===== src/rtl/alu_seq_pkg.sv =====
// alu_seq_pkg: shared types for the sequential ALU.
//   func_e  - operation encodings driven on the func port
//   state_e - control FSM states
package alu_seq_pkg;

    typedef enum logic [1:0] {
        FN_ADD = 2'b00,
        FN_SUB = 2'b01,
        FN_MUL = 2'b10,
        FN_DIV = 2'b11
    } func_e;

    typedef enum logic [1:0] {
        IDLE,
        CALC,
        DONE
    } state_e;

endpackage


===== src/rtl/alu_seq_iter.sv =====
// alu_seq_iter: shared WIDTH-step iterator for multiply and divide.
// One partial-product add + shift (MUL) or one restoring step (DIV) per step.
// The divide datapath is only built when ALU_SEQ_DIV_EN is defined.
// Ports:
//   clk, rst  - clock, synchronous active-high reset
//   load      - initialise counter and accumulator from load_a
//   step      - perform one iteration
//   div_mode  - 1: restoring divide step, 0: shift-add multiply step
//   load_a    - multiplier / dividend, captured on load
//   opb       - multiplicand / divisor, held stable by the caller
//   last      - counter is on the final iteration
//   res_next  - accumulator value after the current step
//               (MUL: product, DIV: {remainder, quotient})
module alu_seq_iter #(
    parameter int WIDTH = 6
) (
    input  logic               clk,
    input  logic               rst,
    input  logic               load,
    input  logic               step,
    input  logic               div_mode,
    input  logic [WIDTH-1:0]   load_a,
    input  logic [WIDTH-1:0]   opb,
    output logic               last,
    output logic [2*WIDTH-1:0] res_next
);

    localparam int CW = $clog2(WIDTH + 1);
    localparam logic [CW-1:0] LAST_CNT = CW'(WIDTH - 1);

    logic [CW-1:0]      cnt_q, cnt_d;
    logic [2*WIDTH-1:0] acc_q, acc_d;
    logic [WIDTH:0]     hi_sum;
    logic [2*WIDTH-1:0] mul_next;

    // Multiply: acc = {partial, multiplier}; add into upper half, shift right with carry.
    always_comb begin
        hi_sum   = {1'b0, acc_q[2*WIDTH-1:WIDTH]} + {1'b0, (acc_q[0] ? opb : {WIDTH{1'b0}})};
        mul_next = {hi_sum, acc_q[WIDTH-1:1]};
    end

`ifdef ALU_SEQ_DIV_EN
    logic [WIDTH:0]     div_sh;
    logic               div_fits;
    logic [WIDTH-1:0]   div_rem;
    logic [2*WIDTH-1:0] div_next;

    // Divide: acc = {remainder, dividend/quotient}; shift in next dividend bit, trial subtract.
    always_comb begin
        div_sh   = {acc_q[2*WIDTH-1:WIDTH], acc_q[WIDTH-1]};
        div_fits = (div_sh >= {1'b0, opb});
        div_rem  = div_fits ? (div_sh[WIDTH-1:0] - opb) : div_sh[WIDTH-1:0];
        div_next = {div_rem, acc_q[WIDTH-2:0], div_fits};
    end

    assign res_next = div_mode ? div_next : mul_next;
`else
    assign res_next = div_mode ? {2*WIDTH{1'b0}} : mul_next;
`endif

    assign last = (cnt_q == LAST_CNT);

    always_comb begin
        cnt_d = cnt_q;
        acc_d = acc_q;
        if (load) begin
            cnt_d = '0;
            acc_d = {{WIDTH{1'b0}}, load_a};
        end else if (step) begin
            cnt_d = cnt_q + CW'(1);
            acc_d = res_next;
        end
    end

    always_ff @(posedge clk) begin
        if (rst) begin
            cnt_q <= '0;
            acc_q <= '0;
        end else begin
            cnt_q <= cnt_d;
            acc_q <= acc_d;
        end
    end

endmodule


===== src/rtl/alu_seq.sv =====
// alu_seq: multi-cycle ALU (add, sub, shift-add multiply, restoring divide)
// with a start/busy/done handshake. Operands are latched on accept; the
// result is held until the next operation completes.
// Config macro: ALU_SEQ_DIV_EN builds the divider; without it func 11
// completes in one cycle with out=0, ovf=1.
// Ports:
//   clk    - rising-edge clock
//   rst    - synchronous active-high reset
//   start  - request, accepted only when busy is low
//   a, b   - unsigned operands (WIDTH bits)
//   func   - 00 ADD, 01 SUB, 10 MUL, 11 DIV
//   busy   - high from the accept edge until the done cycle ends
//   done   - one-cycle pulse, out/ovf valid
//   out    - registered 2*WIDTH-bit result
//   ovf    - registered overflow / error flag
module alu_seq
    import alu_seq_pkg::*;
#(
    parameter int WIDTH = 6
) (
    input  logic               clk,
    input  logic               rst,
    input  logic               start,
    input  logic [WIDTH-1:0]   a,
    input  logic [WIDTH-1:0]   b,
    input  logic [1:0]         func,
    output logic               busy,
    output logic               done,
    output logic [2*WIDTH-1:0] out,
    output logic               ovf
);

    state_e             state_q, state_d;
    func_e              func_q, func_d;
    logic [WIDTH-1:0]   a_q, a_d;
    logic [WIDTH-1:0]   b_q, b_d;
    logic               busy_q, busy_d;
    logic               done_q, done_d;
    logic [2*WIDTH-1:0] out_q, out_d;
    logic               ovf_q, ovf_d;

    logic               it_load, it_step, it_last;
    logic [2*WIDTH-1:0] it_res_next;
    logic               iterative;
    logic [WIDTH:0]     add_sum;
    logic [WIDTH:0]     sub_diff;

    alu_seq_iter #(
        .WIDTH(WIDTH)
    ) u_iter (
        .clk      (clk),
        .rst      (rst),
        .load     (it_load),
        .step     (it_step),
        .div_mode (func_q == FN_DIV),
        .load_a   (a),
        .opb      (b_q),
        .last     (it_last),
        .res_next (it_res_next)
    );

    assign add_sum  = {1'b0, a_q} + {1'b0, b_q};
    assign sub_diff = {1'b0, a_q} - {1'b0, b_q};

`ifdef ALU_SEQ_DIV_EN
    assign iterative = (func_q == FN_MUL) || ((func_q == FN_DIV) && (b_q != '0));
`else
    assign iterative = (func_q == FN_MUL);
`endif

    always_comb begin
        state_d = state_q;
        func_d  = func_q;
        a_d     = a_q;
        b_d     = b_q;
        out_d   = out_q;
        ovf_d   = ovf_q;
        it_load = 1'b0;
        it_step = 1'b0;

        case (state_q)
            IDLE: begin
                if (start) begin
                    state_d = CALC;
                    func_d  = func_e'(func);
                    a_d     = a;
                    b_d     = b;
                    it_load = 1'b1;
                end
            end
            CALC: begin
                if (iterative) begin
                    // Final step's result goes straight into out so the DONE edge is edge k+WIDTH.
                    it_step = 1'b1;
                    if (it_last) begin
                        state_d = DONE;
                        out_d   = it_res_next;
                        ovf_d   = 1'b0;
                    end
                end else begin
                    state_d = DONE;
                    case (func_q)
                        FN_ADD: begin
                            out_d = {{(WIDTH-1){1'b0}}, add_sum};
                            ovf_d = add_sum[WIDTH];
                        end
                        FN_SUB: begin
                            out_d = {{(WIDTH-1){sub_diff[WIDTH]}}, sub_diff};
                            ovf_d = sub_diff[WIDTH];
                        end
`ifdef ALU_SEQ_DIV_EN
                        FN_DIV: begin
                            out_d = {a_q, {WIDTH{1'b1}}};
                            ovf_d = 1'b1;
                        end
`else
                        FN_DIV: begin
                            out_d = '0;
                            ovf_d = 1'b1;
                        end
`endif
                        default: begin
                            out_d = out_q;
                            ovf_d = ovf_q;
                        end
                    endcase
                end
            end
            DONE: begin
                state_d = IDLE;
            end
            default: begin
                state_d = IDLE;
            end
        endcase

        busy_d = (state_d != IDLE);
        done_d = (state_d == DONE);
    end

    always_ff @(posedge clk) begin
        if (rst) begin
            state_q <= IDLE;
            func_q  <= FN_ADD;
            a_q     <= '0;
            b_q     <= '0;
            busy_q  <= 1'b0;
            done_q  <= 1'b0;
            out_q   <= '0;
            ovf_q   <= 1'b0;
        end else begin
            state_q <= state_d;
            func_q  <= func_d;
            a_q     <= a_d;
            b_q     <= b_d;
            busy_q  <= busy_d;
            done_q  <= done_d;
            out_q   <= out_d;
            ovf_q   <= ovf_d;
        end
    end

    assign busy = busy_q;
    assign done = done_q;
    assign out  = out_q;
    assign ovf  = ovf_q;

endmodule


===== config.mk =====
export PLATFORM = sky130hd
export DESIGN_NAME = alu_seq
export DESIGN_NICKNAME = d
export VERILOG_FILES = /design/src/rtl/alu_seq_pkg.sv /design/src/rtl/alu_seq_iter.sv /design/src/rtl/alu_seq.sv
export SDC_FILE = /design/constraint.sdc
export NUM_CORES = 1
export LEC_CHECK = 0
export CORE_MARGIN = 1
export CORE_UTILIZATION = 51
export CTS_CLUSTER_DIAMETER = 150
export DETAILED_ROUTE_END_ITERATION = 12
export GPL_ROUTABILITY_DRIVEN = 0
export PLACE_DENSITY = 0.83
export RECOVER_POWER = 100
export SLEW_MARGIN = 30
export SYNTH_ARGS = -nofsm -noshare
export SYNTH_HDL_FRONTEND = slang
export SYNTH_SLANG_ARGS = --single-unit

===== constraint.sdc =====
create_clock -name clk -period 2.5 [get_ports clk]
set_input_delay 0.5 -clock clk [delete_from_list [all_inputs] [get_ports clk]]
set_output_delay 0.5 -clock clk [all_outputs]
set_load 0.005 [all_outputs]

Word-level counts from Yosys, hierarchy flattened
Cells that the tools add are included.

operators by class
  $add $sub $neg = 4
  equal/unequal tests = 7
  muxes and demuxes = 18
  reduce and logical (&&, ||, !) cells = 8

operators by type and width
  operator                                             count
  2-to-1 mux 12 bit                                    3
  one-hot mux 12 bit (3 select lines)                  1
  2-to-1 mux 6 bit                                     3
  adder 6 x 6 -> 7 bit                                 2
  subtractor 6 x 6 -> 7 bit                            1
  equality test 2 bit, second input constant           3
  2-to-1 mux 1 bit                                     6
  2-to-1 mux 2 bit                                     3
  equality test 2 x 1 -> 1 bit, second input constant  2
  logical NOT 2 bit                                    2
  one-hot mux 2 bit (2 select lines)                   1
  nonzero test 2 bit                                   2
  nonzero test 4 bit                                   1
  adder 3 x 1 -> 3 bit, second input constant          1
  equality test 3 bit, second input constant           1
  one-hot mux 1 bit (3 select lines)                   1
  AND reduction 3 bit                                  1
  inequality test 2 bit, second input constant         1
  AND reduction 2 bit                                  1
  OR reduction 2 bit                                   1

storage, ports and cells
  flip-flop bits (word level) = 46
  input port bits = 17
  output and inout port bits = 15
  word-level logic and storage cells = 48

Depth between registers and ports, before layout
  word-level depth = 5
  gate-level depth with buffers = 9
  mapped depth without buffers = 9

By module
From an unflattened synthesis, not the netlist that was laid out.

unflattened totals
  cell total of the unflattened synthesis = 330
  area total of the unflattened synthesis = 2713.9 µm²

by module, submodules not included
  module        times used  cells an instance  area an instance (µm²)  sequential area each (µm²)
  alu_seq       1           221                1726.7                  620.6
  alu_seq_iter  1           109                987.2                   300.3

Worst setup path before layout
Ideal clock, no wire load.

  path kind = register -> register
  start point = reg b_q[0]
  end point = reg out_q[4], in the netlist out[4]
  setup time = 0.117 ns
  arrival time = 1.805 ns
  required time = 2.383 ns
  setup slack = 0.577 ns
  stages on the path, launching flop included = 9
  path buffers = 0
  clock period less this slack = 1.923 ns
  cell sequence = dfxtp_1 -> ha_1 -> inv_1 -> fa_1 -> a21o_1 -> a21oi_2 -> xnor2_1 -> a221o_1 -> a32o_1

between the ends
  word-level cells in the longest chain between the ends = 3
  elaborated cells between the ends (all ways) = 4
  classes of those cells = 2 x add/sub; 2 x mux

RTL lines
  what                                                               RTL line                      source
  start, declared                                                    alu_seq.sv:36                 logic [WIDTH-1:0] b_q, b_d;
  start signal, assigned                                             alu_seq.sv:146                b_q <= '0;
  start signal, assigned                                             alu_seq.sv:155                b_q <= b_d;
  subtractor 6 x 6 -> 7 bit or adder 6 x 6 -> 7 bit (tied branches)  alu_seq.sv:63, alu_seq.sv:62
  one-hot mux 12 bit (3 select lines) (*)                            alu_seq.sv:102                case (func_q)
  2-to-1 mux 12 bit (*)                                              alu_seq.sv:92                 if (iterative) begin
  end signal, assigned                                               alu_seq.sv:158                out_q <= out_d;
  end, declared                                                      alu_seq.sv:39                 logic [2*WIDTH-1:0] out_q, out_d;

Every way passes the cells marked *; elsewhere a longest branch is shown, timed or not.
A chain may end at the register's enable or synchronous reset.

Final worst setup path
  start point = reg func_q[0]
  end point = reg u_iter.acc_q[0]

between the ends
  word-level cells in the longest chain between the ends = 4
  elaborated cells between the ends (all ways) = 8
  classes of those cells = 2 x eq/ne; 5 x mux; 1 x reduce/logical

RTL lines
  what                                                    RTL line                           source
  start, declared                                         alu_seq.sv:34                      func_e func_q, func_d;
  start signal, assigned                                  alu_seq.sv:153                     func_q <= func_d;
  equality test 2 bit (on tied branches)                  alu_seq.sv:55, alu_seq.sv:68
  2-to-1 mux 12 bit or 2-to-1 mux 1 bit (tied branches)   alu_seq_iter.sv:58, alu_seq.sv:92
  2-to-1 mux 6 bit or 2-to-1 mux 1 bit (tied branches)    alu_seq_iter.sv:69, alu_seq.sv:81
  2-to-1 mux 6 bit or nonzero test 2 bit (tied branches)  -
  end signal, assigned                                    alu_seq_iter.sv:78                 acc_q <= '0;
  end signal, assigned                                    alu_seq_iter.sv:81                 acc_q <= acc_d;
  end, declared                                           alu_seq_iter.sv:32                 logic [2*WIDTH-1:0] acc_q, acc_d;

Parallel ways exist; a longest one is shown, timed or not. The select of a mux whose other input is x is not followed.

==> summary.txt <==
Run status
  • Status: completed

Synthesis
  • Adder-cell share of the synthesized area: 13.3%
  • Syn Nets: 367
  • Largest family of logic cells by synthesized area: compound AO/OA/AOI/OAI gates
  • Yosys warning count: 0
  • Synth async-reset ratio: 0%
  • Syn Area/Cell: 8.09 µm²
  • Simple-Gate Fraction of Synth Area: 17.7%
  • Complex-gate fraction of the synthesized area: 24.9%
  • Library cells used by synthesis: 47
  • Mapped Area: 2620 µm²
  • Xor-xnor portion of the synthesized cell area: 2.34%
  • EDFF count, synth: 0
  • Yosys reg bits: 46
  • Mux contribution to synthesized area: 0.812%
  • Seq/Total Area, Yosys: 35.1%
  • Top FF cell, synth: dfxtp_1
  • Cells after Synth: 324

Detailed routing
  • DR vias/cell: 5.78
  • 1st-pass router iterations: 5
  • Detailed-route via count: 2443
  • Drt wl/cell: 15.2 µm
  • Routed Antenna Nets: 0
  • DRC errors left: 0
  • DR iter-0 viols: 308
  • DRT Wirelength: 6450 µm

STA
  • Hold Vio Cnt, Final: 0
  • Setup ws final: 0.215 ns
  • Worst hold margin: 0.453 ns
  • Clk_skew: 0.00686 ns
  • TNS Setup: 0 ns
  • Tcrit/Tclk final: 91.4%
  • Achievable Freq: 438 MHz
  • Worst slew pin tran: 1.36 ns
  • Final setup fails: 0
  • Max-slew headroom: 9.06%
  • Crit path time final: 2.28 ns
  • Max-slew violations: 0
  • RSZ-0062 raised after global routing: false

GRT
  • Global route overflow: 0
  • Largest net degree at the start of global routing: 32
  • Total track usage: 26.8%
  • Global-route wire length before repair: 10900 µm
  • Vias in the first global route: 2302
  • Initial antenna violation count: 0

Placed design
  • Pre-CTS setup slack: 0.398 ns
  • DP Area: 3000 µm²
  • Post-DP HPWL: 4670 µm
  • DP Cell Count: 415
  • PortBufs: 31

Floorplan
  • Total die area: 5430 µm²
  • Die W: 73.7 µm
  • Total core area: 4820 µm²
  • IO Pins: 32
  • Row Count: 25
  • Die height: 73.7 µm
  • Effective utilization at floorplan: 54.4%

Power and ir drop
  • Logic pwr share: 18.9%
  • Switching share of power: 28.8%
  • PD cells: 550 nW/µm²
  • Pint: 1.21 mW
  • Net Sw Power: 491 µW
  • Total power: 1.71 mW
  • Seq pwr share: 46.9%
  • Max IR drop VDD: 0.361 mV
  • Clock power share: 34.3%
  • Leak: 1.25 nW

Setup path
  • CP Capture Type: flip-flop
  • Critical path launch point type: flip-flop
  • Crit path DAT: 2.49 ns
  • CP Class: reg -> reg
  • Worst-path maximum fanout: 14
  • Worst EP required: 2.71 ns

Clocking
  • Post-CTS setup buffers: 0
  • Cts repair resizes: 0
  • Clk sinks: 46
  • Num CTS Buffers: 5
  • Clock network latency to the later pin of the worst-skew pair: 0.30 ns
  • Worst-path clk slew: 0.10 ns
  • CTS tree: yes
  • H-tree depth: 2
  • CTS Hold Bufs: 0
  • CTS Buffer Depth: 2
  • CTS root buf: clkbuf_8

Final layout
  • Most common cell after layout, fill and taps aside: a21oi_1
  • Final Cell Area: 3100 µm²
  • Layout cells sized above 1: 4.78%
  • N_diodes: 0
  • Final Util: 64.4%
  • Most frequent cells in the layout: a21oi_1 (48), dfxtp_1 (46), nand2_1 (45)
  • Finished Layout Cells: 423
  • Synth-to-Final Area Change: 18.4%
  • Final Net Count: 398

Min path
  • Worst hold path class: reg -> reg

Job
  • Max-Cap Viols: 0
-- logic make-up (layout without fill, tap and decap cells) --
kind of cell / count (synthesis) / in the layout
AOI/OAI and AO/OA: 105 / 105
and+or+nand+nor: 101 / 101
DFF: 46 / 46
buffers and inverters: 37 / 69
adders and majority gates: 26 / 26
xor gates and xnor gates: 7 / 7
muxes: 2 / 2
-- metal layers --
layer	track usage (%)	wire length, µm	vias up
li1	-	-	1191
met1	36.6	2890	1120
met2	42.4	2950	121
met4	8.33	104	0
met5	0	0	-
met3	5.35	502	11
-- power by group through the flow --
stage	registers, mW	logic, mW	clock network (mW)
after CTS	0.799	0.325	0.587
after global routing	0.804	0.352	0.629
final	0.799	0.322	0.584
after detailed placement	0.816	0.321	0
after floorplan	0.808	0.214	0
after global placement	0.814	0.315	0
-- Yosys cell counts, types with 4 or more instances --
cell type / number / area (µm²)
inv_1: 24 / 90.1
o21a_1: 4 / 30.0
nor3b_1: 4 / 30.0
a31oi_1: 4 / 25.0
o21ai_0: 15 / 75.1
clkbuf_1: 7 / 26.3
xor2_1: 4 / 35.0
a22oi_1: 8 / 60.1
buf_2: 4 / 20.0
ha_1: 23 / 288
nor2_1: 23 / 86.3
a211oi_1: 5 / 37.5
a21oi_1: 48 / 240
dfxtp_1: 46 / 921
nor3_1: 11 / 55.1
nand2_1: 45 / 169
and2_1: 6 / 37.5
-- registers in the layout (all words and copies together), names as in the netlist --
name,count
state_q,2
busy,1
a_q,6
ovf,1
u_iter.acc_q,12
done,1
b_q,6
func_q,2
out,12
u_iter.cnt_q,3
-- cell type report --
class                   count  area (µm²)
fillers                   447        1710
flip-flops and latches     46         921
inverters                  24        90.1
repair buffers             37         344
multi-input cells         241        1550
clock inverters             3        47.5
well taps                  67        83.8
clock buffers               5        68.8
-- critical path, stage by stage, from the launching register on --
cell and delay, ns:
dfxtp_1 0.35, inv_1 0.07, ha_1 0.53, inv_1 0.16
or2_0 0.44, nor2_4 0.30, a22oi_1 0.13, a21oi_1 0.21
-- final timing paths --
check / startpoint / end / slack, ns / cells after the start
worst max-delay path: func_q[0]$_SDFFE_PP0P_ / u_iter.acc_q[0]$_SDFFE_PP0P_ / 0.22 / 7
worst min register to register: ovf$_SDFFE_PP0P_ / ovf$_SDFFE_PP0P_ / 0.45 / 2
worst min-delay path: ovf$_SDFFE_PP0P_ / ovf$_SDFFE_PP0P_ / 0.45 / 2
worst max register to register: func_q[0]$_SDFFE_PP0P_ / u_iter.acc_q[0]$_SDFFE_PP0P_ / 0.22 / 7
(Power assumes the default switching activity.)
==> edit 1, RTL diff (config.mk and constraints unchanged) <==
Add an input register stage for `start`, `a`, `b` and `func`, without a reset; this delays them by one clock.
--- a/src/rtl/alu_seq.sv
+++ b/src/rtl/alu_seq.sv
@@ -32,2 +32,14 @@
 
+    logic start_q;
+    logic [WIDTH-1:0] a_r;
+    logic [WIDTH-1:0] b_r;
+    logic [1:0] func_r;
+
+    always_ff @(posedge clk) begin
+        start_q <= start;
+        a_r     <= a;
+        b_r     <= b;
+        func_r  <= func;
+    end
+
     state_e             state_q, state_d;
@@ -55,3 +67,3 @@
         .div_mode (func_q == FN_DIV),
-        .load_a   (a),
+        .load_a   (a_r),
         .opb      (b_q),
@@ -82,7 +94,7 @@
             IDLE: begin
-                if (start) begin
+                if (start_q) begin
                     state_d = CALC;
-                    func_d  = func_e'(func);
-                    a_d     = a;
-                    b_d     = b;
+                    func_d  = func_e'(func_r);
+                    a_d     = a_r;
+                    b_d     = b_r;
                     it_load = 1'b1;
Behaviour: not the same (Yosys sat finds a counterexample within 4 cycles, from zero or initial values and one cycle with rst high).
==> edit 1 against the unedited design <==
Synthesized area grew 10%. Final area increased by 13%. First-iteration DRC count shrank 19%. Largest cell class unchanged. Setup slack lost 0.093 ns. Count of clock-buffer cells in the layout increased by 5. Sequential cell count rose by 15. Total power rose by 40%. Non-clock buffer count rose by 4. Routed wire length is 7.3% lower.
==> edit 1: results (changes against the unedited design) <==
stage,metric,value,unit,change
synthesis,synth_xor_area_frac,0.0304,,+0.00698
drt,viasPerCell,5.38,,-6.9%
min_path,min_to,b_q[5],,
place,place_area,3280,um^2,+9.4%
synthesis,netlist_top_cells_area,"dfxtp_1, ha_1, a21oi_1, nand2_1, nor2_1",,
timing,worst_pin_slew,0.896,ns,-0.468 ns
place,hpwl,4.48,mm,-4.0%
setup_path,reg2reg_from,b_q[1],,
cts,clk_latency,0.34,ns,+0.04 ns
cts,clk_pin_slew_worst_paths,0.07,ns,-0.03 ns
status,outcome,"complete, no violations",,
place,dp_cells,432,,+4.1%
power,max-vdd-ir-drop,0.000435,V,+20%
grt,grt_pass1_vias,2284,,-0.78%
timing,fin_worst_skew,0.00836,ns,+0.00150 ns
synthesis,synth.avg_cell_area,8.55,um^2,+5.8%
synthesis,synth-compound-area-share,0.197,,-0.0527
synthesis,synth-seq-area-share,0.424,,+0.0721
cts,cts_buffers,9,,+4
final_layout,drive_above_1_share,0.0587,,+0.0109
final_layout,num-nets-final,414,,+4.0%
synthesis,synth_cell_type_count,44,,-6.4%
timing,fin_hold_ws,0.440,ns,-0.0138 ns
drt,wirelength,5.98,mm,-7.3%
power,power_leakage,1.43,nW,+14%
drt,drt_iter0_markers,251,,-19%
final_layout,final_cell_count_no_fill,447,,+5.7%
grt,grt_usage,0.228,,-0.0400
synthesis,synth.area.mux_share,0.00911,,+0.000996
cts,cts_setup_buffers,0,,unchanged
synthesis,synthesis.nets,380,,+3.5%
final_layout,n_fill_cell,476,,+6.5%
synthesis,netlist_top_cells_count,"dfxtp_1, nand2_1, nor2_1, a21oi_1, ha_1",,
setup_path,reg2reg_slack,0.12,ns,-0.09 ns
drt,first_pass_iters,4,,-1
timing,setup_ws,0.122,ns,-0.0933 ns
grt,grt_pass1_wl,10.4,mm,-5.0%
synthesis,synthAdderAreaFrac,0.121,,-0.0121
cts,cts_htree_levels,3,,+1
grt,grt_max_degree,23,,-28%
place,pre_cts_ws,0.228,ns,-0.170 ns
min_path,worstHoldStart,b_r[5],,
setup_path,timing.rr.end,out[5],,
==> edit 1: changes by cell type in the layout (fill, tap and decap cells not counted), sizes merged, moves of 5 or more <==
cell	change
a211oi	+5
a21oi	-16
clkbuf	+6
clkdlybuf4s50	-15
dfxtp	+15
dlygate4sd3	+15
nand2	-5
nor2	+14
nor3	-7
==> edit 1: power by group <==
part	internal [mW]	leakage, nW	switching [mW]
logic	0.141	0.807	0.168
registers	1.03	0.503	0.0348
clock network	0.653	0.116	0.371
==> edit 1: routing by layer <==
metal	vias to the layer above	wire, um	part of all wire	track usage
met1	1097	2650	0.44	0.289
met2	75	2830	0.47	0.351
met5	-	0	0	0
li1	1213	-	-	-
met4	0	198	0.033	0.147
met3	18	292	0.049	0.0440
==> edit 1: area by class of cell <==
cell class | count | area (um^2) | share of cell area
repair buffers | 41 | 370 | 0.106
clock buffers | 10 | 128 | 0.0365
flip-flops and latches | 61 | 1220 | 0.350
inverters | 22 | 82.6 | 0.0236
clock inverters | 5 | 100 | 0.0287
multi-input cells | 236 | 1500 | 0.430
well taps | 72 | 90.1 | 0.0258
==> edit 1: cells by family after synthesis <==
family	Yosys count
XOR/XNOR	10
adder cells (fa/ha/maj)	26
AO/OA/AOI/OAI	90
buffers and inverters	40
multiplexers	2
flip-flops	61
AND/OR/NAND/NOR	108
==> edit 1: worst max-delay path by stage <==
stage / end
floorplan: out[5]
global placement: out[5]
detailed placement: out[5]
CTS: out[5]
global route: out[5]
finish: out[5]
==> edit 1: critical path, cell delays in order (launching register included) <==
cell     delay (ns)
dfxtp_1        0.37
inv_1          0.11
ha_1           0.30
nor2b_1        0.14
o21a_1         0.19
o21ai_0        0.23
mux2_2         0.36
a221o_1        0.35
a32o_1         0.22
==> edit 2, RTL diff (same flow settings) <==
Without the edit above. `WIDTH` is set to 6 in 2 places; all go to 4.
--- a/src/rtl/alu_seq_iter.sv
+++ b/src/rtl/alu_seq_iter.sv
@@ -14,3 +14,3 @@
 module alu_seq_iter #(
-    parameter int WIDTH = 6
+    parameter int WIDTH = 4
 ) (
--- a/src/rtl/alu_seq.sv
+++ b/src/rtl/alu_seq.sv
@@ -18,3 +18,3 @@
 #(
-    parameter int WIDTH = 6
+    parameter int WIDTH = 4
 ) (
Interface: changed (resized a, b and out); port bits go from 32 to 24. The function was not compared with the original's and may differ.
==> edit 2 against the unedited design <==
Via count down 34%. Total power down 16%. Routed wire length down 38%. Fmax up 14%. Sequential cell count down 12. Synthesized area down 26%. Critical path depth up 2. Clock skew down 0.0023 ns. Global-route usage down 4.5 points. Setup slack better by 0.29 ns. Utilization down 1.5 points. First-iteration DRC count down 84%. Clock power up 6.3%. Final area down 26%.
==> edit 2: results (changes against the unedited design) <==
stage,metric,value,unit,change
drt,drc_errors,0,,unchanged
drt,wirelength,4.02,mm,-38%
drt,first_pass_iters,4,,-1
synthesis,synth-main-ff-cell,dfxtp_1,,
synthesis,synthCells,227,,-30%
cts,cts_setup_buffers,0,,unchanged
setup_path,path_max_fanout,5,,-9
synthesis,netlist_top_cells_area,"dfxtp_1, ha_1, nand2_1, a21oi_1, nor2_1",,
setup_path,crit_family,adder cells,,
cts,cts_htree_levels,2,,unchanged
cts,cts_buffers,5,,unchanged
setup_path,ff2ff_path_depth,9,,+2
synthesis,synth-seq-area-share,0.351,,-0.000739
grt,grt_pass1_wl,6.96,mm,-36%
grt,grt_usage,0.223,,-0.0449
cts,clk_latency,0.29,ns,
setup_path,cp.arrival,2.20,ns,-0.29 ns
final_layout,drive_above_1_share,0.0876,,+0.0399
place,hpwl,3.07,mm,-34%
cts,clk_pin_slew_worst_paths,0.07,ns,-0.03 ns
synthesis,synth_cell_type_count,46,,-2.1%
grt,grt_pass1_vias,1557,,-32%
synthesis,synthesis.nets,260,,-29%
final_layout,antenna_cells,0,,unchanged
grt,grt_max_degree,19,,-41%
cts,cts_resized,0,,unchanged
power,max-vdd-ir-drop,0.000381,V,+5.4%
setup_path,slowest_delay,0.40,ns,-0.13 ns
power,power_leakage,0.926,nW,-26%
synthesis,synth.avg_cell_area,8.55,um^2,+5.7%
synthesis,synthArstFlopShare,0,,unchanged
drt,viasPerCell,5.40,,-6.5%
min_path,worst_hold_path.num_cells,2,,unchanged
synthesis,netlist_top_cells_count,"nand2_1, dfxtp_1, a21oi_1, nor2_1, ha_1",,
final_layout,final_cell_count_no_fill,299,,-29%
cts,clk_path_buf_depth,2,,unchanged
final_layout,n_fill_cell,323,,-28%
grt,antenna_found_initial,0,,unchanged
synthesis,yosysWarnings,0,,unchanged
setup_path,slowest_stage,dfxtp_1,,
timing,worst_pin_slew,0.482,ns,-0.882 ns
final_layout,num-nets-final,283,,-29%
place,dp_cells,291,,-30%
drt,drt_iter0_markers,49,,-84%
min_path,hold_path.class,reg -> reg,,
status,outcome,"complete, no violations",,
timing,fin_worst_skew,0.00455,ns,-0.00231 ns
cts,clock-root-buffer,clkbuf_8,,
place,port_buffers,23,,-26%
==> edit 2: path summary, 6_finish.rpt <==
check | start | endpoint | slack (ns)
setup / recovery | u_iter.acc_q[0] | out[7] | 0.50
setup reg to reg | u_iter.acc_q[0] | out[7] | 0.50
hold / removal | ovf | ovf | 0.46
hold reg to reg | ovf | ovf | 0.46
==> edit 2: area by class of cell <==
type / instances / area share
clock buffer: 6 / 0.0358
timing repair buffer: 25 / 0.105
tap: 48 / 0.0261
inverter: 17 / 0.0277
multi-input combinational: 167 / 0.484
clock inverter: 2 / 0.0261
sequential: 34 / 0.295
==> edit 2: cells by family after synthesis <==
logic type	after synthesis	synth area share
flip-flops	34	0.351
XOR/XNOR	6	0.0271
AND/OR/NAND/NOR	89	0.239
AO/OA/AOI/OAI	52	0.177
buffers and inverters	26	0.0651
adder cells (fa/ha/maj)	20	0.141
==> edit 2: per-stage QoR <==
| stage | instance area, um^2 | utilization | power, mW | worst slack (ns) |
|---|---|---|---|---|
| final | 2300 | 0.630 | 1.43 | 0.503 |
| after global routing | 2300 | 0.630 | 1.51 | 0.303 |
| after CTS | 2330 | 0.635 | 1.46 | 0.528 |
| after detailed placement | 2180 | 0.596 | 0.833 | 0.532 |
| after global placement | 2180 | 0.596 | 0.828 | 0.609 |
| after floorplan | 1940 | - | 0.760 | 0.758 |
==> edit 2: report_power, final <==
part / total (mW) / leakage [nW] / switching [mW] / internal (mW)
clock network: 0.621 / 0.0714 / 0.196 / 0.425
registers: 0.596 / 0.278 / 0.0241 / 0.571
logic: 0.216 / 0.577 / 0.115 / 0.101
==> edit 2: routing by layer <==
layer / wire length [um] / vias up / GRT usage
met5: 0 / - / 0
met3: 186 / 10 / 0.0670
li1: - / 808 / -
met4: 80 / 0 / 0.0682
met1: 1840 / 758 / 0.279
met2: 1910 / 38 / 0.363
